`config.mk`:
```
export PLATFORM = sky130hd
export DESIGN_NAME = match_controller
export DESIGN_NICKNAME = d
export VERILOG_FILES = /design/src/rtl/pong_pkg.sv /design/src/rtl/frame_tick_gen.sv /design/src/rtl/match_controller.sv
export SDC_FILE = /design/constraint.sdc
export NUM_CORES = 1
export LEC_CHECK = 0
export ABC_AREA = 1
export CORE_ASPECT_RATIO = 0.75
export CORE_MARGIN = 3
export CORE_UTILIZATION = 30
export DETAILED_ROUTE_END_ITERATION = 12
export PLACE_DENSITY = 0.6
export SLEW_MARGIN = 20
export SYNTH_ARGS = -nofsm -noshare
export SYNTH_HDL_FRONTEND = slang
export SYNTH_HIERARCHICAL = 1
export SYNTH_SLANG_ARGS = --single-unit
```
`constraint.sdc`:
```
create_clock -name clkin -period 2.55 [get_ports clkin]
set_clock_uncertainty 0.2 [all_clocks]
set_input_delay 0.765 -clock clkin [delete_from_list [all_inputs] [get_ports clkin]]
set_output_delay 0.765 -clock clkin [all_outputs]
set_load 0.01 [all_outputs]
```
`src/rtl/pong_pkg.sv`:
```
// Shared types for the pong match controller: FSM state codes, winner encoding
// and score width, plus a saturating score increment.
package pong_pkg;

  localparam int SCORE_W = 8;
  localparam logic [SCORE_W-1:0] SCORE_MAX = '1;

  typedef enum logic [2:0] {
    ST_IDLE      = 3'd0,
    ST_SERVE     = 3'd1,
    ST_PLAY      = 3'd2,
    ST_POINT     = 3'd3,
    ST_GAME_OVER = 3'd4
  } state_t;

  typedef enum logic [1:0] {
    WIN_NONE = 2'b00,
    WIN_P1   = 2'b01,
    WIN_P2   = 2'b10
  } winner_t;

  // Scores stick at the maximum instead of wrapping back to zero.
  function automatic logic [SCORE_W-1:0] score_inc(input logic [SCORE_W-1:0] s);
    return (s == SCORE_MAX) ? s : s + {{(SCORE_W-1){1'b0}}, 1'b1};
  endfunction

endpackage

```
`src/rtl/frame_tick_gen.sv`:
```
// Brings the raw active-low VGA vsync into the clkin domain and emits a
// one-cycle frame_tick on every falling edge (3 clkin cycles after the edge).
module frame_tick_gen (
  input  logic clkin,
  input  logic rst,
  input  logic vsync,
  output logic frame_tick
);

  logic r_sync1;
  logic r_sync2;
  logic r_prev;
  logic r_tick;

  // Flops preset to 1 so reset release never looks like a vsync falling edge.
  always_ff @(posedge clkin or posedge rst) begin
    if (rst) begin
      r_sync1 <= 1'b1;
      r_sync2 <= 1'b1;
      r_prev  <= 1'b1;
      r_tick  <= 1'b0;
    end else begin
      r_sync1 <= vsync;
      r_sync2 <= r_sync1;
      r_prev  <= r_sync2;
      r_tick  <= r_prev & ~r_sync2;
    end
  end

  assign frame_tick = r_tick;

endmodule

```
`src/rtl/match_controller.sv`:
```
// Pong match sequencer: serve hold, play, point pause and game-over handling,
// with per-player scoring and the ball-recentre pulse.
module match_controller
  import pong_pkg::*;
#(
  parameter int WIN_SCORE    = 7,
  parameter int SERVE_FRAMES = 60,
  parameter int POINT_FRAMES = 90
) (
  input  logic               clkin,
  input  logic               rst,
  input  logic               vsync,
  input  logic               start,
  input  logic               goal_left,
  input  logic               goal_right,
  output logic [2:0]         state,
  output logic               physics_en,
  output logic               ball_reset,
  output logic               serve_dir,
  output logic [SCORE_W-1:0] player1_score,
  output logic [SCORE_W-1:0] player2_score,
  output logic [1:0]         winner,
  output logic               frame_tick
);

  localparam logic [7:0]         SERVE_LAST = 8'(SERVE_FRAMES - 1);
  localparam logic [7:0]         POINT_LAST = 8'(POINT_FRAMES - 1);
  localparam logic [SCORE_W-1:0] WIN_VAL    = SCORE_W'(WIN_SCORE);

  state_t             r_state, w_state_next;
  logic [7:0]         r_frame_cnt, w_frame_cnt_next;
  logic [SCORE_W-1:0] r_p1_score, w_p1_score_next;
  logic [SCORE_W-1:0] r_p2_score, w_p2_score_next;
  logic               r_serve_dir, w_serve_dir_next;
  winner_t            r_winner, w_winner_next;
  logic               r_ball_reset, w_ball_reset_next;
  logic               r_physics_en;
  logic               r_start_prev;
  logic               w_start_rise;
  logic               w_frame_tick;

  frame_tick_gen u_frame_tick_gen (
    .clkin      (clkin),
    .rst        (rst),
    .vsync      (vsync),
    .frame_tick (w_frame_tick)
  );

  // History preset to 1: a start held through reset must drop before it counts.
  always_ff @(posedge clkin or posedge rst) begin
    if (rst) r_start_prev <= 1'b1;
    else     r_start_prev <= start;
  end

  assign w_start_rise = start & ~r_start_prev;

  always_ff @(posedge clkin or posedge rst) begin
    if (rst) begin
      r_state      <= ST_IDLE;
      r_frame_cnt  <= 8'd0;
      r_p1_score   <= '0;
      r_p2_score   <= '0;
      r_serve_dir  <= 1'b0;
      r_winner     <= WIN_NONE;
      r_ball_reset <= 1'b0;
      r_physics_en <= 1'b0;
    end else begin
      r_state      <= w_state_next;
      r_frame_cnt  <= w_frame_cnt_next;
      r_p1_score   <= w_p1_score_next;
      r_p2_score   <= w_p2_score_next;
      r_serve_dir  <= w_serve_dir_next;
      r_winner     <= w_winner_next;
      r_ball_reset <= w_ball_reset_next;
      r_physics_en <= (w_state_next == ST_PLAY);
    end
  end

  always_comb begin
    w_state_next      = r_state;
    w_frame_cnt_next  = r_frame_cnt;
    w_p1_score_next   = r_p1_score;
    w_p2_score_next   = r_p2_score;
    w_serve_dir_next  = r_serve_dir;
    w_winner_next     = r_winner;
    w_ball_reset_next = 1'b0;

    unique case (r_state)
      ST_IDLE: begin
        if (w_start_rise) begin
          w_state_next      = ST_SERVE;
          w_p1_score_next   = '0;
          w_p2_score_next   = '0;
          w_serve_dir_next  = 1'b0;
          w_winner_next     = WIN_NONE;
          w_ball_reset_next = 1'b1;
        end
      end

      ST_SERVE: begin
        if (w_frame_tick) begin
          if (r_frame_cnt == SERVE_LAST) w_state_next = ST_PLAY;
          else                           w_frame_cnt_next = r_frame_cnt + 8'd1;
        end
      end

      ST_PLAY: begin
        unique case ({goal_left, goal_right})
          2'b10: begin
            w_p2_score_next  = score_inc(r_p2_score);
            w_serve_dir_next = 1'b0;
            w_state_next     = ST_POINT;
          end
          2'b01: begin
            w_p1_score_next  = score_inc(r_p1_score);
            w_serve_dir_next = 1'b1;
            w_state_next     = ST_POINT;
          end
          // Simultaneous exits are a wash: nobody scores, the rally is re-served.
          2'b11: begin
            w_state_next      = ST_SERVE;
            w_ball_reset_next = 1'b1;
          end
          default: ;
        endcase
      end

      ST_POINT: begin
        if (w_frame_tick) begin
          if (r_frame_cnt == POINT_LAST) begin
            if (r_p1_score == WIN_VAL) begin
              w_state_next  = ST_GAME_OVER;
              w_winner_next = WIN_P1;
            end else if (r_p2_score == WIN_VAL) begin
              w_state_next  = ST_GAME_OVER;
              w_winner_next = WIN_P2;
            end else begin
              w_state_next      = ST_SERVE;
              w_ball_reset_next = 1'b1;
            end
          end else begin
            w_frame_cnt_next = r_frame_cnt + 8'd1;
          end
        end
      end

      ST_GAME_OVER: begin
        if (w_start_rise) w_state_next = ST_IDLE;
      end

      default: w_state_next = ST_IDLE;
    endcase

    // Every state entry restarts the frame count for the hold/pause windows.
    if (w_state_next != r_state) w_frame_cnt_next = 8'd0;
  end

  assign state         = r_state;
  assign physics_en    = r_physics_en;
  assign ball_reset    = r_ball_reset;
  assign serve_dir     = r_serve_dir;
  assign player1_score = r_p1_score;
  assign player2_score = r_p2_score;
  assign winner        = r_winner;
  assign frame_tick    = w_frame_tick;

endmodule

```
==> results.sh, run 1 <==
export IMPL_synth_cell_types=23
export IMPL_vdd_ir_drop_max_mv=0.210
export IMPL_die_area_um2=7820
export IMPL_reg2reg_depth=11
export IMPL_busiest_layer="met1"
export IMPL_portBuffers=30
export IMPL_cts_resized_gates=0
export IMPL_power_leakage_uw=0.00135
export IMPL_seq_area_frac_synth=0.457
export IMPL_vias_per_cell=4.48
export IMPL_cp_start_kind="primary input"
export IMPL_design_core_area_um2=6440
export IMPL_row_count=25
export IMPL_cp_max_fo=8
export IMPL_synth_most_common_cell="nand2_1"
export IMPL_tns_ps=0
export IMPL_drcViolationCount=0
export IMPL_nets=318
export IMPL_power_density_nw_per_um2=514
export IMPL_die_h_um=77.4
export IMPL_r2r_slack_ps=430
export IMPL_drive_gt1_frac=0.134
export IMPL_grt_met1_usage=0.180
export IMPL_multi_input_area_um2=941
export IMPL_clock_sinks=37
export IMPL_final_core_util=0.406
export IMPL_fmax_ghz=0.420
export IMPL_ant_nets=0
export IMPL_syn_avg_cell_area_um2=7.90
export IMPL_hold_buffers=0
export IMPL_end_kind="register"
export IMPL_cpPeakStageDelay_ps=500
export IMPL_critPathArrivalTime_ps=2380
export IMPL_synthCells=258
export IMPL_use_met3=0.0332
export IMPL_grt_met2_usage=0.163
export IMPL_path_cells="clkdlybuf4s50_1, inv_1, ha_1, or2_2, nand2_1, nor2_1, nand2_2, nand2_1, nand2_2, nand3_4, nor2_1"
export IMPL_synthFlopType="dfrtp_1"
export IMPL_rsz0062_at_grt="no"
export IMPL_r2r_start="player1_score[0]"
export IMPL_gp_congestion=0.817
export IMPL_post_cts_buffers=0
export IMPL_endpoint="r_frame_cnt[3]"
export IMPL_layout_min_cycle_time_ps=2380
export IMPL_crit_start="goal_right"
export IMPL_overflow=0
export IMPL_hpwl_um=3310
export IMPL_initial_core_util=0.316
export IMPL_grt_pass1_wl_um=7460
export IMPL_syn_cell_area_um2=2040
export IMPL_grt_max_degree=34
export IMPL_status="finished clean"
export IMPL_synthTopCellsByArea="dfrtp_1 (41%), nand2_1 (9.6%), inv_1 (6.8%), nor2_1 (6.8%), dfstp_2 (5.2%)"
export IMPL_wl_per_cell_um=11.0
export IMPL_timing_hold_ws_ps=157
export IMPL_drt_iter0_drc=52
export IMPL_ios=31
export IMPL_cp_required_ps=2550
export IMPL_routed_wl_um=4240
export IMPL_yosys_warnings=6
export IMPL_vias=1731
export IMPL_syn_nets=272
export IMPL_worst_pin_slew_ps=427
export IMPL_slew_violations=0
export IMPL_syn2layout_area_growth_pct=28.6
export IMPL_synth_async_sr_flop_share=1.00
export IMPL_synth_top_area_share=0.405
export IMPL_nFillCells=664
export IMPL_synth_edff_count=0
export IMPL_grt_pass1_vias=1649
export IMPL_path_class="in -> reg"
export IMPL_netlist_top_cells_count="nand2_1 (52), inv_1 (37), nor2_1 (37)"
export IMPL_max_slew_margin_rel=0.716
export IMPL_numCtsBuffers=5
export IMPL_cts_root_buf="clkbuf_8"
export IMPL_setup_viol=0
export IMPL_seq_area_um2=931
export IMPL_htreeDepth=2
export IMPL_cts_path_max_buffers=2
export IMPL_yosys_area_top_type="dfrtp_1"
export IMPL_cts_tree="done"
export IMPL_hold_viol_final=0
export IMPL_grt_util_all_layers=0.118
export IMPL_antenna_found_initial=0
export IMPL_ys_seq_elements=37
export IMPL_clk_pin_slew_ps=70
export IMPL_reg2reg_to="r_frame_cnt[3]"
export IMPL_hold_class="reg -> reg"
export IMPL_die_x_um=101
export IMPL_fin_crit_sh=0.935
export IMPL_cpMaxStageDelayCell="clkdlybuf4s50_1"
export IMPL_max_cap_violations=0
export IMPL_firstDrtPassIters=4
export IMPL_diodes=0
export IMPL_worstSkewPairLatency_ps=290
## metrics by stage
| step | instances | worst slack (ps) | total power (uW) | cell area (um2) |
|---|---|---|---|---|
| floorplan | 258 | 520 | 788 | 2040 |
| global placement | 378 | -56.6 | 828 | 2500 |
| detailed placement | 378 | -139 | 834 | 2500 |
| CTS | 386 | 142 | 1360 | 2620 |
| global route | 386 | 12.6 | 1430 | 2620 |
| finish | 386 | 167 | 1350 | 2620 |
## report_power, final
part	switching (uW)	total (uW)	internal [uW]	leakage, uW
sequential	38.7	671	632	0.000437
clock	208	527	319	0.0000585
combinational	85.1	149	64.3	0.000852
total	331	1350	1020	0.00135
## cells in the final DEF, fill, tap and decap left out, types with 10 or more instances in the layout
master | Yosys | routed
clkdlybuf4s50_1 | 0 | 30
nor3_1 | 10 | 10
buf_4 | 0 | 10
dfrtp_1 | 33 | 33
nand2_1 | 52 | 52
inv_1 | 37 | 37
nor2_1 | 37 | 37
nand3_1 | 18 | 18
o21ai_0 | 11 | 11
## how the worst min path moves through the flow
stage	startpoint	end	slack, ps	cells past startpoint
detailed placement	u_frame_tick_gen/r_sync1	u_frame_tick_gen/r_sync2	150	0
CTS	u_frame_tick_gen/r_sync1	u_frame_tick_gen/r_sync2	160	0
floorplan	u_frame_tick_gen/r_sync1	u_frame_tick_gen/r_sync2	150	0
global placement	u_frame_tick_gen/r_sync1	u_frame_tick_gen/r_sync2	150	0
finish	u_frame_tick_gen/r_sync1	u_frame_tick_gen/r_sync2	160	0
global route	u_frame_tick_gen/r_sync1	u_frame_tick_gen/r_sync2	170	0
## layer usage
layer	vias up	part of all wire
li1	907	-
met1	794	0.54
met2	28	0.41
met3	2	0.045
met4	0	0.0068
met5	-	0
## area by class of cell
type,instances,area share
inverters,41,0.0588
repair buffers,40,0.143
well taps,81,0.0387
clock inverters,1,0.0115
multi-input cells,179,0.359
flip-flops and latches,37,0.355
clock buffers,7,0.0330
## critical path: cells and delay by family
kind                       cells  cell delay (ps)
buffers and inverters          2              570
and+or+nand+nor                8              860
adders and majority gates      1              180
## sequential cells by signal (all words and copies together), names as in the netlist
name	cells
player2_score	8
u_frame_tick_gen/r_prev	1
r_frame_cnt	8
r_start_prev	1
u_frame_tick_gen/r_sync1	1
ball_reset	1
winner	2
state	3
player1_score	8
u_frame_tick_gen/r_sync2	1
serve_dir	1
physics_en	1
u_frame_tick_gen/frame_tick	1
## cells by family (layout without fill, tap and decap cells)
logic type	Yosys count	count (layout)	synth area share
AOI/OAI and AO/OA	22	22	0.0584
DFF	37	37	0.457
buffers and inverters	42	89	0.0811
adders and majority gates	8	8	0.0491
xor gates and xnor gates	9	9	0.0387
and+or+nand+nor	140	140	0.316
No activity file was read; power rests on OpenSTA's default activity.
==> inputs of run 2 (changes only) <==
- CORE_MARGIN: 3 -> default
- clock period: 2.55 -> 2.8 ns (I/O delays scaled with it)
==> results.sh, run 2 (synthesis results as in run 1) <==
export IMPL_status="finished clean"
export IMPL_reg2reg_to="r_frame_cnt[0]"
export IMPL_layout_min_cycle_time_ps=2470
export IMPL_clkPwrFrac=0.353
export IMPL_drcViolationCount=0
export IMPL_min_path_cells=0
export IMPL_comb_power_share=0.117
export IMPL_path_class="in -> reg"
export IMPL_portBuffers=30
export IMPL_path_delay_family="simple AND/OR/NAND/NOR gates"
export IMPL_nFillCells=686
export IMPL_nets=313
export IMPL_cts_root_buf="clkbuf_8"
export IMPL_grt_max_degree=34
export IMPL_cpMaxStageDelayCell="clkdlybuf4s50_1"
export IMPL_overflow=0
export IMPL_power_switching_uw=298
export IMPL_diodes=0
export IMPL_p_int_uw=855
export IMPL_vdd_ir_drop_max_mv=0.233
export IMPL_ant_nets=0
export IMPL_cpPeakStageDelay_ps=510
export IMPL_die_x_um=97.1
export IMPL_cts_resized_gates=0
export IMPL_routed_wl_um=4230
export IMPL_fmax_ghz=0.405
export IMPL_grt_pass1_vias=1661
export IMPL_path_cells="clkdlybuf4s50_1, inv_1, ha_1, or2_2, nand2_1, nor2_1, nand2_2, nand2_1, nand2_2, nand3_4, nor2_1"
export IMPL_hold_buffers=0
export IMPL_power_density_nw_per_um2=449
export IMPL_grt_pass1_wl_um=7580
export IMPL_path_depth=11
export IMPL_die_area_um2=7130
export IMPL_vias_per_cell=4.53
export IMPL_reg2reg_depth=12
export IMPL_slew_violations=0
export IMPL_max_cap_violations=0
export IMPL_clock_sinks=37
export IMPL_rsz0062_at_grt="no"
export IMPL_row_count=25
export IMPL_p_sw_frac=0.259
export IMPL_r2r_start="player1_score[1]"
export IMPL_power_leakage_uw=0.00132
export IMPL_grt_util_all_layers=0.134
export IMPL_end_kind="register"
export IMPL_ios=31
export IMPL_gp_congestion=0.809
export IMPL_cp_start_kind="primary input"
export IMPL_numCtsBuffers=5
export IMPL_clk_pin_slew_ps=70
export IMPL_hold_end="u_frame_tick_gen/r_sync2"
export IMPL_cts_path_max_buffers=2
export IMPL_timing_hold_ws_ps=157
export IMPL_tns_ps=0
export IMPL_cp_required_ps=2820
export IMPL_drt_iter0_drc=67
export IMPL_cts_tree="done"
export IMPL_drive_gt1_frac=0.123
export IMPL_wl_per_cell_um=11.1
export IMPL_hpwl_um=3220
export IMPL_firstDrtPassIters=4
export IMPL_critPathArrivalTime_ps=2480
export IMPL_final_cell_mix="nand2_1 (52), inv_1 (37), nor2_1 (37), dfrtp_1 (33), clkdlybuf4s50_1 (30)"
export IMPL_power_frac_seq=0.530
export IMPL_path_buf_inv=2
export IMPL_cp_max_fo=8
export IMPL_worst_pin_slew_ps=426
export IMPL_hold_class="reg -> reg"
export IMPL_max_slew_margin_rel=0.713
export IMPL_setup_viol=0
export IMPL_r2r_slack_ps=700
export IMPL_design_core_area_um2=6440
export IMPL_hold_start="u_frame_tick_gen/r_sync1"
export IMPL_vias=1725
export IMPL_initial_core_util=0.316
export IMPL_hold_viol_final=0
export IMPL_htreeDepth=2
export IMPL_post_cts_buffers=0
export IMPL_worstSkewPairLatency_ps=280
export IMPL_syn2layout_area_growth_pct=26.0
export IMPL_final_common_cell="nand2_1"
export IMPL_antenna_found_initial=0
export IMPL_die_h_um=73.4
export IMPL_fin_crit_sh=0.881
-- run 2: layout make-up --
| class | count | area [um2] | area share |
|---|---|---|---|
| Tap cell | 81 | 101 | 0.0395 |
| Clock buffer | 7 | 96.3 | 0.0375 |
| Timing Repair Buffer | 35 | 338 | 0.132 |
| Inverter | 41 | 154 | 0.0600 |
| Multi-Input combinational cell | 179 | 941 | 0.367 |
| Sequential cell | 37 | 931 | 0.363 |
| Clock inverter | 1 | 5.00 | 0.00195 |
-- run 2: power groups by stage --
stage	Clock, uW	Combinational, uW	Sequential (uW)
after floorplan	0	104	614
after global placement	0	132	621
after detailed placement	0	137	619
after CTS	426	138	611
after global routing	453	168	617
final	408	135	611
-- run 2: through the flow --
stage	utilization	area, um2	instances	total power (uW)	setup WS (ps)
after detailed placement	0.383	2460	373	756	16.7
after CTS	0.398	2570	381	1170	328
after global routing	0.398	2570	381	1240	191
final	0.398	2570	381	1150	333
after global placement	0.383	2460	373	753	83.4
after floorplan	-	2040	258	718	695
-- run 2: worst max-delay path by stage --
stage	from	to	slack (ps)
floorplan	goal_left	r_frame_cnt[0]	690
global placement	goal_left	r_frame_cnt[2]	80
CTS	goal_left	r_frame_cnt[0]	330
finish	goal_left	r_frame_cnt[0]	330
detailed placement	goal_left	r_frame_cnt[2]	20
global route	goal_left	r_frame_cnt[6]	190
-- run 2: layer usage --
layer	share of wire	track usage	vias to the layer above
met5	0	0	-
met3	0.037	0.0362	5
met1	0.54	0.189	786
li1	-	-	900
met2	0.41	0.202	34
met4	0.012	0.0398	0
